<file path="src/rtl/fix_field_sequencer.sv">
// fix_field_sequencer: queues FIX tag/value fields and drives the byte
// serializer one field at a time, closing each message with the "10=" trailer.
module fix_field_sequencer #(
    parameter int unsigned VALUE_WIDTH = 64,
    parameter int unsigned T_SIZE      = 5,
    parameter int unsigned SIZE        = 64,
    parameter int unsigned DEPTH       = 8,
    parameter int unsigned TIMEOUT     = 255
) (
    input  logic                   clk,
    input  logic                   rst,
    input  logic                   wr_en_i,
    input  logic [31:0]            wr_tag_i,
    input  logic [VALUE_WIDTH-1:0] wr_val_i,
    input  logic [T_SIZE-1:0]      wr_tsize_i,
    input  logic [SIZE-1:0]        wr_vsize_i,
    input  logic                   wr_last_i,
    output logic                   full_o,
    output logic                   tag_valid_o,
    output logic                   val_valid_o,
    output logic [31:0]            tag_o,
    output logic [VALUE_WIDTH-1:0] val_o,
    output logic [T_SIZE-1:0]      t_size_o,
    output logic [SIZE-1:0]        v_size_o,
    output logic                   checksum_o,
    input  logic                   done_i,
    input  logic                   end_i,
    output logic                   busy_o,
    output logic                   msg_done_o,
    output logic [7:0]             field_cnt_o,
    output logic [15:0]            msg_cnt_o,
    output logic                   ovf_o,
    output logic                   timeout_o
);

    localparam int unsigned AW = (DEPTH > 1) ? $clog2(DEPTH) : 1;
    localparam int unsigned CW = AW + 1;
    localparam int unsigned TW = $clog2(TIMEOUT + 1);

    typedef enum logic [2:0] {
        ST_IDLE, ST_LOAD, ST_TAG_ISS, ST_TAG_WAIT,
        ST_VAL_ISS, ST_VAL_WAIT, ST_TRL_ISS, ST_TRL_WAIT
    } state_t;

    // Field queue storage
    logic [31:0]            r_mem_tag   [DEPTH];
    logic [VALUE_WIDTH-1:0] r_mem_val   [DEPTH];
    logic [T_SIZE-1:0]      r_mem_tsize [DEPTH];
    logic [SIZE-1:0]        r_mem_vsize [DEPTH];
    logic                   r_mem_last  [DEPTH];

    logic [AW-1:0] r_wptr;
    logic [AW-1:0] r_rptr;
    logic [CW-1:0] r_count;
    logic          r_ovf;

    state_t                 r_state;
    logic [TW-1:0]          r_wait_cnt;
    logic                   r_tag_valid;
    logic                   r_val_valid;
    logic                   r_msg_done;
    logic [31:0]            r_tag;
    logic [VALUE_WIDTH-1:0] r_val;
    logic [T_SIZE-1:0]      r_tsize;
    logic [SIZE-1:0]        r_vsize;
    logic                   r_checksum;
    logic [7:0]             r_field_cnt;
    logic [15:0]            r_msg_cnt;
    logic                   r_timeout;

    logic          w_full;
    logic          w_empty;
    logic          w_push;
    logic          w_pop;
    logic          w_expire;
    logic          w_wait_max;
    logic [CW-1:0] w_count_nxt;

    assign w_full     = (r_count == CW'(DEPTH));
    assign w_empty    = (r_count == '0);
    assign w_push     = wr_en_i && (!w_full || w_pop);
    assign w_wait_max = (r_wait_cnt == TW'(TIMEOUT - 1));

    // Response timeout detection and queue pop (normal completion or dropped head)
    always_comb begin
        w_expire = 1'b0;
        w_pop    = 1'b0;
        case (r_state)
            ST_TAG_WAIT: begin
                w_expire = !done_i && w_wait_max;
                w_pop    = w_expire;
            end
            ST_VAL_WAIT: begin
                w_expire = !done_i && w_wait_max;
                w_pop    = done_i || w_expire;
            end
            ST_TRL_WAIT: begin
                w_expire = !end_i && w_wait_max;
            end
            default: ;
        endcase
    end

    // Queue occupancy after this cycle's push/pop
    always_comb begin
        w_count_nxt = r_count;
        if (w_push && !w_pop) begin
            w_count_nxt = r_count + CW'(1);
        end else if (!w_push && w_pop) begin
            w_count_nxt = r_count - CW'(1);
        end
    end

    // Queue payload write (data only, no reset needed)
    always_ff @(posedge clk) begin
        if (w_push) begin
            r_mem_tag[r_wptr]   <= wr_tag_i;
            r_mem_val[r_wptr]   <= wr_val_i;
            r_mem_tsize[r_wptr] <= wr_tsize_i;
            r_mem_vsize[r_wptr] <= wr_vsize_i;
            r_mem_last[r_wptr]  <= wr_last_i;
        end
    end

    // Queue pointers, occupancy and sticky overflow
    always_ff @(posedge clk) begin
        if (rst) begin
            r_wptr  <= '0;
            r_rptr  <= '0;
            r_count <= '0;
            r_ovf   <= 1'b0;
        end else begin
            if (w_push) r_wptr <= r_wptr + AW'(1);
            if (w_pop)  r_rptr <= r_rptr + AW'(1);
            r_count <= w_count_nxt;
            if (wr_en_i && w_full && !w_pop) r_ovf <= 1'b1;
        end
    end

    // Sequencing FSM with registered handshake pulses, operands and counters
    always_ff @(posedge clk) begin
        if (rst) begin
            r_state     <= ST_IDLE;
            r_wait_cnt  <= '0;
            r_tag_valid <= 1'b0;
            r_val_valid <= 1'b0;
            r_msg_done  <= 1'b0;
            r_tag       <= '0;
            r_val       <= '0;
            r_tsize     <= '0;
            r_vsize     <= '0;
            r_checksum  <= 1'b0;
            r_field_cnt <= '0;
            r_msg_cnt   <= '0;
            r_timeout   <= 1'b0;
        end else begin
            r_tag_valid <= 1'b0;
            r_val_valid <= 1'b0;
            r_msg_done  <= 1'b0;
            r_wait_cnt  <= '0;
            case (r_state)
                ST_IDLE: begin
                    if (!w_empty) r_state <= ST_LOAD;
                end
                ST_LOAD: begin
                    r_tag      <= r_mem_tag[r_rptr];
                    r_val      <= r_mem_val[r_rptr];
                    r_tsize    <= r_mem_tsize[r_rptr];
                    r_vsize    <= r_mem_vsize[r_rptr];
                    r_checksum <= 1'b0;
                    r_state    <= ST_TAG_ISS;
                end
                ST_TAG_ISS: begin
                    r_tag_valid <= 1'b1;
                    r_state     <= ST_TAG_WAIT;
                end
                ST_TAG_WAIT: begin
                    if (done_i) begin
                        r_state <= ST_VAL_ISS;
                    end else if (w_expire) begin
                        r_timeout   <= 1'b1;
                        r_field_cnt <= '0;
                        r_state     <= ST_IDLE;
                    end else begin
                        r_wait_cnt <= r_wait_cnt + TW'(1);
                    end
                end
                ST_VAL_ISS: begin
                    r_val_valid <= 1'b1;
                    r_state     <= ST_VAL_WAIT;
                end
                ST_VAL_WAIT: begin
                    if (done_i) begin
                        if (r_field_cnt != 8'hFF) r_field_cnt <= r_field_cnt + 8'd1;
                        if (r_mem_last[r_rptr])    r_state <= ST_TRL_ISS;
                        else if (w_count_nxt != '0) r_state <= ST_LOAD;
                        else                        r_state <= ST_IDLE;
                    end else if (w_expire) begin
                        r_timeout   <= 1'b1;
                        r_field_cnt <= '0;
                        r_state     <= ST_IDLE;
                    end else begin
                        r_wait_cnt <= r_wait_cnt + TW'(1);
                    end
                end
                ST_TRL_ISS: begin
                    r_tag       <= 32'h0000_3031;
                    r_tsize     <= T_SIZE'(2'b11);
                    r_checksum  <= 1'b1;
                    r_tag_valid <= 1'b1;
                    r_state     <= ST_TRL_WAIT;
                end
                ST_TRL_WAIT: begin
                    if (end_i) begin
                        r_msg_done  <= 1'b1;
                        r_msg_cnt   <= r_msg_cnt + 16'd1;
                        r_field_cnt <= '0;
                        r_checksum  <= 1'b0;
                        r_state     <= (w_count_nxt != '0) ? ST_LOAD : ST_IDLE;
                    end else if (w_expire) begin
                        r_timeout   <= 1'b1;
                        r_field_cnt <= '0;
                        r_checksum  <= 1'b0;
                        r_state     <= ST_IDLE;
                    end else begin
                        r_wait_cnt <= r_wait_cnt + TW'(1);
                    end
                end
                default: r_state <= ST_IDLE;
            endcase
        end
    end

    assign full_o      = w_full;
    assign busy_o      = (r_state != ST_IDLE);
    assign tag_valid_o = r_tag_valid;
    assign val_valid_o = r_val_valid;
    assign msg_done_o  = r_msg_done;
    assign tag_o       = r_tag;
    assign val_o       = r_val;
    assign t_size_o    = r_tsize;
    assign v_size_o    = r_vsize;
    assign checksum_o  = r_checksum;
    assign field_cnt_o = r_field_cnt;
    assign msg_cnt_o   = r_msg_cnt;
    assign ovf_o       = r_ovf;
    assign timeout_o   = r_timeout;

endmodule

</file>
<file path="config.mk">
export PLATFORM = sky130hd
export DESIGN_NAME = fix_field_sequencer
export DESIGN_NICKNAME = d
export VERILOG_FILES = /design/src/rtl/fix_field_sequencer.sv
export SDC_FILE = /design/constraint.sdc
export NUM_CORES = 2
export LEC_CHECK = 0
export ABC_AREA = 1
export ABC_CLOCK_PERIOD_IN_PS = 11020
export CORE_UTILIZATION = 53
export DETAILED_ROUTE_END_ITERATION = 12
export GPL_TIMING_DRIVEN = 0
export PLACE_DENSITY = 0.71
export SLEW_MARGIN = 0
export SYNTH_ARGS = -nofsm -noshare
export SYNTH_HDL_FRONTEND = slang
export SYNTH_SLANG_ARGS = --single-unit
</file>
<file path="constraint.sdc">
create_clock -name clk -period 11.02 [get_ports clk]
set_input_delay 2.204 -clock clk [delete_from_list [all_inputs] [get_ports clk]]
set_output_delay 2.204 -clock clk [all_outputs]
set_load 0.02 [all_outputs]
</file>
Word level (Yosys, flattened, before mapping)
Memories as Yosys holds them, arrays and structs flattened. A register that Yosys moved wholly into a read port is not among the register bits. Cells that the tools add are included.

Bits in registers: 88. Bits in writable memories: 1328. Input bits: 171. Output and inout port bits: 197. Word-level logic and storage cells: 115. Memories: 5.

$add $sub $neg: 7. Equal/unequal tests: 16. Muxes and demuxes: 42. Bitwise gates (word level): 1. Reductions and logical operators: 29.

Memories: r_mem_val (words 8, width 64, read ports 1, clocked after memory_dff 1, write ports 1, RTL line 47) `logic [VALUE_WIDTH-1:0] r_mem_val [DEPTH];`; r_mem_vsize (words 8, width 64, read ports 1, clocked after memory_dff 1, write ports 1, RTL line 49) `logic [SIZE-1:0] r_mem_vsize [DEPTH];`; r_mem_tag (words 8, width 32, read ports 1, clocked after memory_dff 1, write ports 1, RTL line 46) `logic [31:0] r_mem_tag [DEPTH];`; r_mem_tsize (words 8, width 5, read ports 1, clocked after memory_dff 1, write ports 1, RTL line 48) `logic [T_SIZE-1:0] r_mem_tsize [DEPTH];`; r_mem_last (words 8, width 1, read ports 1, clocked after memory_dff 1, write ports 1, RTL line 50) `logic r_mem_last [DEPTH];`.

Operators by type and width (count): 8-bit 2-to-1 mux (8); 32-bit case mux with 2 select lines (1); 3-bit 2-to-1 mux (12); 3-bit case mux with 8 select lines (1); 8-bit case mux with 3 select lines (1); 16-bit by 1-bit adder with 16-bit output (second input constant) (1); 8-bit by 1-bit adder with 8-bit output (second input constant) (2); 8-bit case mux with 2 select lines (1); 3-bit == test (second input constant) (4); 1-bit 2-to-1 mux (11); 5-bit case mux with 2 select lines (1); 3-bit nonzero test (3); 8-bit == test (second input constant) (1); 4-bit 2-to-1 mux (2); 2-bit != test (second input constant) (4); 8-bit != test (second input constant) (1); 1-bit logical AND (7); 3-bit by 1-bit adder with 3-bit output (second input constant) (2); 3-bit by 2-bit == test with 1-bit output (second input constant) (2); 3-bit != test (second input constant) (2); 1-bit case mux with 2 select lines (3); 3-bit AND reduction (2); 2-bit OR reduction (3); 1-bit zero test (5); 12 further kinds (15).

Logic depth before layout (Yosys ltp)
Word-level depth: 15. Gate-level depth with buffers: 15. Gate-level depth less buffers: 15.

Least setup slack after synthesis
OpenSTA, ideal clock, no wires.

Kind: input port to flip-flop. From: in done_i. To: mem r_mem_last[0], enable pin. Arrival time: 9.840 ns. Path slack: 0.486 ns. Stages: 9. Buffers on the path: 0. Cell sequence: inv_1 nand2_1 nand2_2 nand2_4 nand2_1 nand2_1 inv_1 nand2_1 nor2_1.

Longest elaborated chain between the ends: 8.

RTL lines: start, declared (RTL line 26) `input logic done_i,`; 1-bit zero test (RTL line 90, 94); 1-bit logical AND (RTL line 90, 94); 1-bit logical OR (RTL line 95) `w_pop = done_i || w_expire;`; 1-bit case mux with 2 select lines * (RTL line 88) `case (r_state)`; 1-bit logical OR * (RTL line 81) `assign w_push = wr_en_i && (!w_full || w_pop);`; 1-bit logical AND * (RTL line 81); 1-bit 2-to-1 mux * (RTL line 116) `if (w_push) begin`; 1-bit 2-to-1 mux (implied by the code) * (RTL line 121) `r_mem_last[r_wptr] <= wr_last_i;`; end, declared (RTL line 50).

Mark *: on every way between the ends. The rest lies on a longest branch, timed or not.

Final worst setup path
From: in done_i. To: mem r_mem_vsize[4][35], enable pin.

Longest elaborated chain between the ends: 8.

RTL lines: 1-bit zero test (RTL line 90, 94); 1-bit logical AND (RTL line 90, 94); 1-bit logical OR (RTL line 95); 1-bit case mux with 2 select lines * (RTL line 88); 1-bit logical OR * (RTL line 81); 1-bit logical AND * (RTL line 81); 1-bit 2-to-1 mux * (RTL line 116); 1-bit 2-to-1 mux (implied by the code) * (RTL line 120) `r_mem_vsize[r_wptr] <= wr_vsize_i;`; end, declared (RTL line 49).

Marks and branches as above.

==> flow_metrics.tcl <==
set metrics [dict create \
    run_status "complete, no violations" \
    yosys_warnings 0 \
    grt_pass1_vias 38520 \
    dp_worst_setup_slack_ps 5190 \
    hpwl_um 107000 \
    setup_ws_ps 5880 \
    synth_nets 4527 \
    wirelength_um 165000 \
    grt_pass1_wl_um 242000 \
    worstPathMaxFanout 25 \
    ir_drop_mv 0.154 \
    powerDensity_mw_per_mm2 186 \
    cts_buffers 153 \
    core_area_mm2 0.109 \
    remaining_drc_errors 0 \
    hold_class "register to register" \
    firstDrtPassIters 7 \
    synthMuxAreaShare_pct 0 \
    gp_congestion 0.845 \
    cts-hold-fix-buffers 0 \
    die_h_um 333 \
    clk_latency_ps 770 \
    avgSynthCellArea_um2 13.4 \
    fin_crit_sh_pct 46.7 \
    area_delta_synth_final_pct 20.3 \
    end_kind "register" \
    slowest_stage "clkdlybuf4s50_1" \
    period_needed_ps 5140 \
    ys_async_sr_fraction_pct 0 \
    grt_usage_pct 29.3 \
    synthFlopType "edfxtp_1" \
    cp_slowest_stage_delay_ps 600 \
    drv_cap 0 \
    crit_family "buffers and inverters" \
    cts_sinks 1547 \
    ctsResizeCount 0 \
    fp.dieArea_mm2 0.111 \
    cts_max_path_buffers 3 \
    first_iter_violations 4968 \
    ys_ff_latch 1547 \
    layout_commonest_cell "edfxtp_1" \
    cts_tree "built" \
    cts_setup_buffers 0 \
    grt_max_degree 29 \
    ys_seq_area_share_pct 76.2 \
    final_cell_mix "edfxtp_1 (1328), o21ai_0 (857), nor2_1 (671)" \
    ctsRootBufferMaster "clkbuf_16" \
    ys_types 38 \
    die_w_um 333 \
    fin_nets 5106 \
    synth.area.top_cells "edfxtp_1 (69%), dfxtp_1 (7.5%), o21ai_0 (7.4%), nor2_1 (4.4%), o221ai_1 (2.4%)" \
    max_clock_freq_mhz 194 \
    num_rows 121 \
    worst-path-buf-inv 7 \
    synthAdderAreaFrac_pct 0.194 \
    r2r_slack_ps 7230 \
    path_clk_slew_ps 60 \
    synth_edf_count 1328 \
    synth_area_mm2 0.0581 \
    yosys.area_share.simple_pct 6.04 \
    worst_pin_slew_ps 1390 \
    syn_inst 4347 \
    synth_top_family_by_area "compound AO/OA/AOI/OAI gates" \
    synth_xor_area_share_pct 0.136 \
    dr_total_vias 39760 \
    drive_gt1_share_pct 7.89 \
    initial_core_util_pct 53.4 \
    fin_skew_ps 28.7 \
    portBuffers 367 \
    critical_path_class "input pin to register" \
    rsz0062_at_grt "no" \
    relSlewSlack_pct 7.35 \
    yosysTopAreaCellShare_pct 68.6 \
    fill_cells 7798 \
    ioPinCount 368 \
    worstPathRequired_ps 11470 \
    vias_per_cell 6.12 \
    synth_compound_area_share_pct 14.7 \
    utilization_pct 64.3 \
    leakagePower_nw 23.0 \
    htreeDepth 4 \
    wl_per_cell_um 25.5 \
    crit_arrival_ps 5590 \
    ant_nets 0 \
    hold_violations 0 \
    path_cells "clkdlybuf4s50_1 > inv_1 > nand2_1 > nand2_4 > nand2_1 > nand2_1 > inv_1 > nand2_1 > nor2_4 > buf_12 > buf_12 > buf_12 > buf_12" \
    drv_slew 0 \
    antenna_found_initial 34 \
    whs_ps 466 \
    gr-total-overflow 0 \
    cp-start-kind "input pin" \
    setup_viol 0 \
    synth_top_area_cell "edfxtp_1" \
]
[worst register-to-register path, stage by stage, from the launching register on]
cell     delay, ps
dfxtp_1        340
inv_1           60
ha_1           130
nand2_1         60
nor2_1         100
nand2_1        120
nand2_1        240
nand2_4        160
nand2_1         90
nand2_1        130
inv_1          140
nand2_1        260
nor2_4         590
buf_12         290
buf_12         260
buf_12         250
buf_12         230
[worst paths after layout]
kind                       from            endpoint  cells past startpoint
hold / removal        tag_o[19]           tag_o[19]                      2
setup / recovery         done_i  r_mem_vsize[4][35]                     13
hold reg to reg       tag_o[19]           tag_o[19]                      2
setup reg to reg  r_wait_cnt[0]  r_mem_vsize[4][35]                     16
[flip-flops by register name, summed over array words and instances (netlist names), 3 cells and up, named ones only]
| signal | cells |
|---|---|
| r_mem_val | 512 |
| r_mem_vsize | 512 |
| r_mem_tag | 256 |
| v_size_o | 64 |
| val_o | 64 |
| r_mem_tsize | 40 |
| tag_o | 32 |
| msg_cnt_o | 16 |
| field_cnt_o | 8 |
| r_mem_last | 8 |
| r_wait_cnt | 8 |
| t_size_o | 5 |
| r_count | 4 |
| r_rptr | 3 |
| r_state | 3 |
| r_wptr | 3 |
[stage by stage]
| step | power, mW | TNS (ps) | std cells | cell area (um2) |
|---|---|---|---|---|
| 3_3_place_gp | 7.98 | -9142650 | 6128 | 63500 |
| 2_1_floorplan | 7.35 | 0 | 4347 | 58100 |
| 5_1_grt | 13.4 | 0 | 6485 | 69800 |
| 3_5_place_dp | 7.97 | 0 | 6185 | 64800 |
| 4_1_cts | 13.1 | 0 | 6473 | 69800 |
| 6_report | 13.0 | 0 | 6496 | 69900 |
[synth_stat cells (2+ instances only)]
cell type / instances
a21oi_1: 216
xor2_1: 8
o22ai_1: 158
o31ai_1: 7
nand2_2: 5
nor3_4: 2
buf_2: 57
a31oi_1: 7
nand4_1: 8
ha_1: 9
inv_1: 62
o21ai_1: 64
buf_1: 6
o21ai_0: 857
nor3_1: 5
dfxtp_1: 219
buf_4: 17
o21a_1: 4
nand3_1: 29
o211ai_1: 30
nand2_4: 2
nand3_2: 3
nor2_1: 679
nor2_4: 5
o221ai_1: 158
edfxtp_1: 1328
a221oi_1: 14
clkbuf_1: 232
nor2_2: 4
inv_2: 6
nor4_1: 2
nand2_1: 138
[metal layers]
| metal | up-vias | routed length [um] | global-route usage (%) |
|---|---|---|---|
| li1 | 17593 | - | - |
| met1 | 19453 | 64100 | 39.8 |
| met2 | 2313 | 77500 | 46.3 |
| met3 | 365 | 18000 | 6.31 |
| met4 | 36 | 5640 | 11.7 |
| met5 | - | 208 | 0 |
[logic make-up (layout without fill, tap and decap cells)]
| family | count (synthesis) | count (layout) |
|---|---|---|
| DFF | 1547 | 1547 |
| AOI/OAI and AO/OA | 1517 | 1517 |
| and+or+nand+nor | 884 | 884 |
| buffers and inverters | 381 | 1093 |
| adders and majority gates | 9 | 9 |
| xor gates and xnor gates | 9 | 9 |
| other | 0 | 23 |
[power breakdown]
part / internal [mW] / switching [mW] / total, mW / leakage, nW
Clock: 2.94 / 2.21 / 5.16 / 2.45
Sequential: 6.59 / 0.101 / 6.69 / 13.9
Combinational: 0.424 / 0.750 / 1.17 / 6.70
[final cells by class]
cell class	instances	area, um2	area share [%]
sequential	1547	44300	63.4
multi-input combinational	2419	12300	17.6
timing repair buffer	424	4870	6.98
clock buffer	217	4320	6.18
tap	1414	1770	2.53
buffer	313	1320	1.89
clock inverter	71	683	0.978
inverter	68	255	0.365
antenna	23	57.6	0.0824
Power figures use the tool's default switching activity.
